$ cat config.mk
export PLATFORM = sky130hd
export DESIGN_NAME = matmul_sequencer
export DESIGN_NICKNAME = d
export VERILOG_FILES = /design/src/rtl/matmul_pkg.sv /design/src/rtl/matmul_idx_counter.sv /design/src/rtl/matmul_sequencer.sv
export SDC_FILE = /design/constraint.sdc
export NUM_CORES = 1
export LEC_CHECK = 0
export CORE_MARGIN = 4
export CORE_UTILIZATION = 44
export DETAILED_ROUTE_END_ITERATION = 8
export GPL_TIMING_DRIVEN = 0
export PLACE_DENSITY = 0.75
export SLEW_MARGIN = 10
export SYNTH_ARGS = -nofsm -noshare
export SYNTH_HDL_FRONTEND = slang
export SYNTH_SLANG_ARGS = --single-unit
$ cat constraint.sdc
create_clock -name clk -period 6.5 [get_ports clk]
set_input_delay 1.3 -clock clk [delete_from_list [all_inputs] [get_ports clk]]
set_output_delay 1.3 -clock clk [all_outputs]
set_load 0.05 [all_outputs]
$ cat src/rtl/matmul_pkg.sv
// Shared types and default geometry for the matrix-multiply sequencer.
package matmul_pkg;

  localparam int N_DEF        = 128;
  localparam int LANES_DEF    = 8;
  localparam int ADDR_W_DEF   = 14;
  localparam int PIPE_LAT_DEF = 3;

  localparam int IDX_W  = $clog2(N_DEF);
  localparam int KBEATS = N_DEF / LANES_DEF;
  localparam int KC_W   = $clog2(KBEATS);

  typedef enum logic [1:0] {
    IDLE  = 2'd0,
    RUN   = 2'd1,
    DRAIN = 2'd2,
    DONE  = 2'd3
  } state_t;

endpackage

$ cat src/rtl/matmul_idx_counter.sv
// Nested i/j/kc beat counter; kc is innermost, i outermost. All fields are
// powers of two, so each one wraps to zero on its own.
module matmul_idx_counter #(
  parameter int IW = 7,
  parameter int KW = 4
) (
  input  logic          clk,
  input  logic          reset,
  input  logic          en,
  input  logic          clear,
  output logic [IW-1:0] i,
  output logic [IW-1:0] j,
  output logic [KW-1:0] kc,
  output logic          kc_wrap,
  output logic          last_beat
);

  assign kc_wrap   = &kc;
  assign last_beat = kc_wrap && (&j) && (&i);

  always_ff @(posedge clk or negedge reset) begin
    if (!reset) begin
      i  <= '0;
      j  <= '0;
      kc <= '0;
    end else if (clear) begin
      i  <= '0;
      j  <= '0;
      kc <= '0;
    end else if (en) begin
      kc <= kc + 1'b1;
      if (kc_wrap) begin
        j <= j + 1'b1;
        if (&j) begin
          i <= i + 1'b1;
        end
      end
    end
  end

endmodule

$ cat src/rtl/matmul_sequencer.sv
// Control FSM sequencing C = A x B in LANES-wide bursts over the dot-product dimension.
// Optional MATMUL_SEQ_PERF_EN adds stall_cycles/run_cycles performance counters.
module matmul_sequencer
  import matmul_pkg::*;
#(
  parameter int N        = N_DEF,
  parameter int LANES    = LANES_DEF,
  parameter int ADDR_W   = ADDR_W_DEF,
  parameter int PIPE_LAT = PIPE_LAT_DEF
) (
  input  logic              clk,
  input  logic              reset,
  input  logic              start,
  input  logic              stall,
  output logic              rd_en,
  output logic [ADDR_W-1:0] a_addr,
  output logic [ADDR_W-1:0] b_addr,
  output logic              k_first,
  output logic              k_last,
  output logic [ADDR_W-1:0] c_addr,
  output logic              busy,
  output logic              done
`ifdef MATMUL_SEQ_PERF_EN
  ,
  output logic [31:0]       stall_cycles,
  output logic [31:0]       run_cycles
`endif
);

  localparam int IW = $clog2(N);
  localparam int KW = $clog2(N / LANES);
  localparam int LW = $clog2(LANES);

  state_t      state_reg;
  logic [3:0]  drain_reg;
  logic        busy_reg;
  logic        done_reg;

  logic [IW-1:0] i_idx;
  logic [IW-1:0] j_idx;
  logic [KW-1:0] kc_idx;
  logic          kc_wrap;
  logic          last_beat;
  logic          running;
  logic          issue;
  logic          launch;

  assign running = (state_reg == RUN);
  assign issue   = running && !stall;
  assign launch  = (state_reg == IDLE) && start;

  matmul_idx_counter #(
    .IW (IW),
    .KW (KW)
  ) u_idx (
    .clk       (clk),
    .reset     (reset),
    .en        (issue),
    .clear     (launch),
    .i         (i_idx),
    .j         (j_idx),
    .kc        (kc_idx),
    .kc_wrap   (kc_wrap),
    .last_beat (last_beat)
  );

  always_ff @(posedge clk or negedge reset) begin
    if (!reset) begin
      state_reg <= IDLE;
      drain_reg <= '0;
      busy_reg  <= 1'b0;
      done_reg  <= 1'b0;
    end else begin
      done_reg <= 1'b0;
      case (state_reg)
        IDLE: begin
          if (start) begin
            state_reg <= RUN;
            busy_reg  <= 1'b1;
          end
        end
        RUN: begin
          if (issue && last_beat) begin
            state_reg <= DRAIN;
            drain_reg <= 4'(PIPE_LAT - 1);
          end
        end
        DRAIN: begin
          // Hold off done until the MAC pipeline has committed the final result
          if (drain_reg == 4'd0) begin
            state_reg <= DONE;
            busy_reg  <= 1'b0;
            done_reg  <= 1'b1;
          end else begin
            drain_reg <= drain_reg - 4'd1;
          end
        end
        DONE: begin
          state_reg <= IDLE;
        end
        default: begin
          state_reg <= IDLE;
        end
      endcase
    end
  end

  // Addresses are bit concatenations: row index, burst index, then lane offset zeros
  assign rd_en   = issue;
  assign a_addr  = {i_idx, kc_idx, {LW{1'b0}}};
  assign b_addr  = {j_idx, kc_idx, {LW{1'b0}}};
  assign c_addr  = {i_idx, j_idx};
  assign k_first = running && (kc_idx == '0);
  assign k_last  = running && kc_wrap;
  assign busy    = busy_reg;
  assign done    = done_reg;

`ifdef MATMUL_SEQ_PERF_EN
  logic [31:0] stall_cnt_reg;
  logic [31:0] run_cnt_reg;

  always_ff @(posedge clk or negedge reset) begin
    if (!reset) begin
      stall_cnt_reg <= '0;
      run_cnt_reg   <= '0;
    end else if (launch) begin
      stall_cnt_reg <= '0;
      run_cnt_reg   <= '0;
    end else if (running || (state_reg == DRAIN)) begin
      if (run_cnt_reg != 32'hFFFF_FFFF) begin
        run_cnt_reg <= run_cnt_reg + 32'd1;
      end
      if (running && stall && (stall_cnt_reg != 32'hFFFF_FFFF)) begin
        stall_cnt_reg <= stall_cnt_reg + 32'd1;
      end
    end
  end

  assign stall_cycles = stall_cnt_reg;
  assign run_cycles   = run_cnt_reg;
`endif

endmodule
==> out/qor.csv <==
metric;value;unit
total iterations of the first detailed-routing run;4;
LEAKAGE;1.03;nW
fraction of registers with async set/reset;100;%
max incr delay on CP;0.85;ns
antenna diode count;0;
die width;71.1;um
relative slew slack;54.5;%
PostCTS Resize Cnt;0;
total gr overflow;0;
initial antenna violation count;0;
DRC;0;
maxcap violations;0;
worst min path class;flip-flop to flip-flop;
CTS Root Cell;clkbuf_8;
Critical Path Stages;4;
hold path endpoint;busy$_DFFE_PN0P_;
CP Class;primary input to output pin;
CP arrival;3.09;ns
final-report setup violation count;0;
CP max-delay cell;clkdlybuf4s50_1;
most common cell in the netlist;dfrtp_1;
Iteration-0 DRC Markers;90;
Hold Path Cell Cnt;2;
actual slew at the worst max-slew pin;0.676;ns
register area share after synthesis;37.2;%
All-Layer GR Usage;15.5;%
number of port buffers;44;
post-synth top area cell;dfrtp_1;
Pwr Density;310;nW/um^2
worst clock skew;0.00595;ns
Fin. Hold Viols;0;
CTS buffer count;3;
ratio of cells with drive above 1 in the final layout;14.6;%
delay-heaviest family, CP;buffers and inverters;
worst r2r dst;state_reg[0]$_DFFE_PN0P_;
hold buffer count at CTS;0;
chip height;71.1;um
Mapped Cells;193;
min cycle time layout;4.39;ns
# IOs;51;
Max VDD drop;0.125;mV
Clock Sinks;26;
hold path start;busy$_DFFE_PN0P_;
Syn Area/Cell;9.06;um^2
dpl hpwl;2.87;mm
fin nets;261;
Place WS;2.10;ns
Critical Path End Type;output pin;
Final Cycle Share;67.6;%
Post-synth EDFFs;0;
#FFs+latches synth;26;
Top FF cell, synth;dfrtp_1;
first-pass GRT wire length;6.44;mm
Mapped Area;1750;um^2
Routability Congestion;0.835;
Post-CTS Setup Bufs;0;
setup TNS;0;ns
crit path buf inv count;3;
Ys Warns;0;
Slew Limit Fails;0;
main area contributors after synthesis;dfrtp_1, buf_4, ha_1;
CP dominant cell by count;clkdlybuf4s50_1;
Starting Density;46.7;%
Final WS setup;2.11;ns
worst-path cell chain;clkdlybuf4s50_1 -> nor2b_1 -> clkbuf_1 -> clkdlybuf4s50_1;
count of standard-cell rows;22;
total wire length;3.85;mm
largest registers;u_idx.i x7, u_idx.j x7;
H-Tree Depth;1;
Avg WL per Cell;13.1;um
R2R depth;7;
Synth cell types;40;
top-area cell type share of the netlist area;37.2;%
commonest cells in the synthesized netlist;dfrtp_1, buf_4, nor2_1;
critical path peak fanout;6;
ANT nets after route;0;
Reg clk slew, reported paths;0.09;ns
vias in the first global route;1455;
worst skew pair latency;0.27;ns
DIE AREA;5050;um^2
CP required;5.20;ns
total number of vias;1511;
unrepaired setup endpoints after global routing;false;
vias per inst;5.14;
run status;finished clean;
Tot Pwr;0.000720;W
pin count of the biggest net entering global routing;27;
Longest Clk Path Bufs;2;
RR Startpoint;state_reg[1]$_DFFE_PN0P_;
synth-to-layout area growth;32.5;%
flop-to-flop setup slack;4.16;ns
core area;3740;um^2
crit start category;primary input;
TritonCTS clock tree;yes;
achievable frequency;0.228;GHz
==> how the worst max path moves through the flow <==
stage                                       start  endpoint  slack [ns]
after CTS                                   stall     rd_en        2.10
after detailed placement                    stall     rd_en        2.10
after global routing                        stall     rd_en        2.02
final                                       stall     rd_en        2.11
after global placement                      stall     rd_en        2.11
after floorplan           u_idx.kc[1]$_DFFE_PN0P_   k_first        2.81
==> worst reg2reg max path, cell delays in order, from the launching register on <==
cell and delay (ns):
dfrtp_1 0.40, inv_1 0.10, ha_1 0.15, buf_4 0.17, nand4_2 0.16, or4_4 0.63, o21a_4 0.24, o41a_1 0.37
==> cell type report <==
cell class	instances	area, um^2
clock buffer	4	55.1
timing repair buffer	44	435
inverter	11	41.3
buffer	32	215
multi-input combinational	129	861
fill	358	1430
tap	48	60.1
sequential	26	651
==> cells by family after synthesis <==
| family | synth area share (%) |
|---|---|
| DFF | 37.2 |
| and+or+nand+nor | 22.3 |
| buffers and inverters | 14.7 |
| adders and majority gates | 7.15 |
| AOI/OAI and AO/OA | 12.4 |
| other | 0.214 |
| xor gates and xnor gates | 6.01 |
==> cell usage in the layout, fill, tap and decap left out, types with 2 or more instances in the layout <==
master | synthesis | final
or4_1 | 4 | 4
o22ai_1 | 3 | 3
clkbuf_8 | 0 | 4
ha_1 | 10 | 10
buf_4 | 25 | 25
xnor2_1 | 8 | 8
clkbuf_1 | 6 | 6
xor2_1 | 4 | 4
nand2_1 | 12 | 12
a221o_1 | 2 | 2
nand2b_1 | 4 | 4
dfrtp_1 | 26 | 26
o211ai_1 | 3 | 3
nor4_1 | 3 | 3
and2_1 | 4 | 4
a211o_1 | 2 | 2
clkdlybuf4s50_1 | 0 | 43
and3_1 | 2 | 2
or3_1 | 2 | 2
nand3_1 | 5 | 5
buf_2 | 1 | 2
inv_1 | 11 | 11
nor2_1 | 16 | 16
o21ai_0 | 6 | 6
nand4_1 | 6 | 6
conb_1 | 1 | 6
nor2b_1 | 2 | 2
nor3_1 | 4 | 4
a21oi_1 | 8 | 8
==> routing by layer <==
metal	global-route usage (%)	vias up	share of wire (%)
met1	19.9	717	48
met4	1.88	0	0.21
met3	3.55	2	4.8
li1	-	751	-
met5	0	-	0
met2	27.2	41	47
==> per-stage QoR <==
step | cells | util, % | cell area, um^2 | hold WS [ns]
final | 294 | 61.9 | 2320 | 0.548
after global routing | 294 | 61.9 | 2320 | 0.611
after CTS | 294 | 62.1 | 2320 | 0.559
after detailed placement | 290 | 60.6 | 2270 | 0.538
after global placement | 290 | 60.6 | 2270 | 0.529
after floorplan | 198 | - | 1770 | 0.518
==> power by group <==
part | switching (W) | leakage (nW) | internal (W)
registers | 0.0000317 | 0.345 | 0.000191
clock network | 0.0000508 | 0.0288 | 0.0000542
logic | 0.000238 | 0.653 | 0.000154
total | 0.000321 | 1.03 | 0.000399
Power figures use the tool's default switching activity.
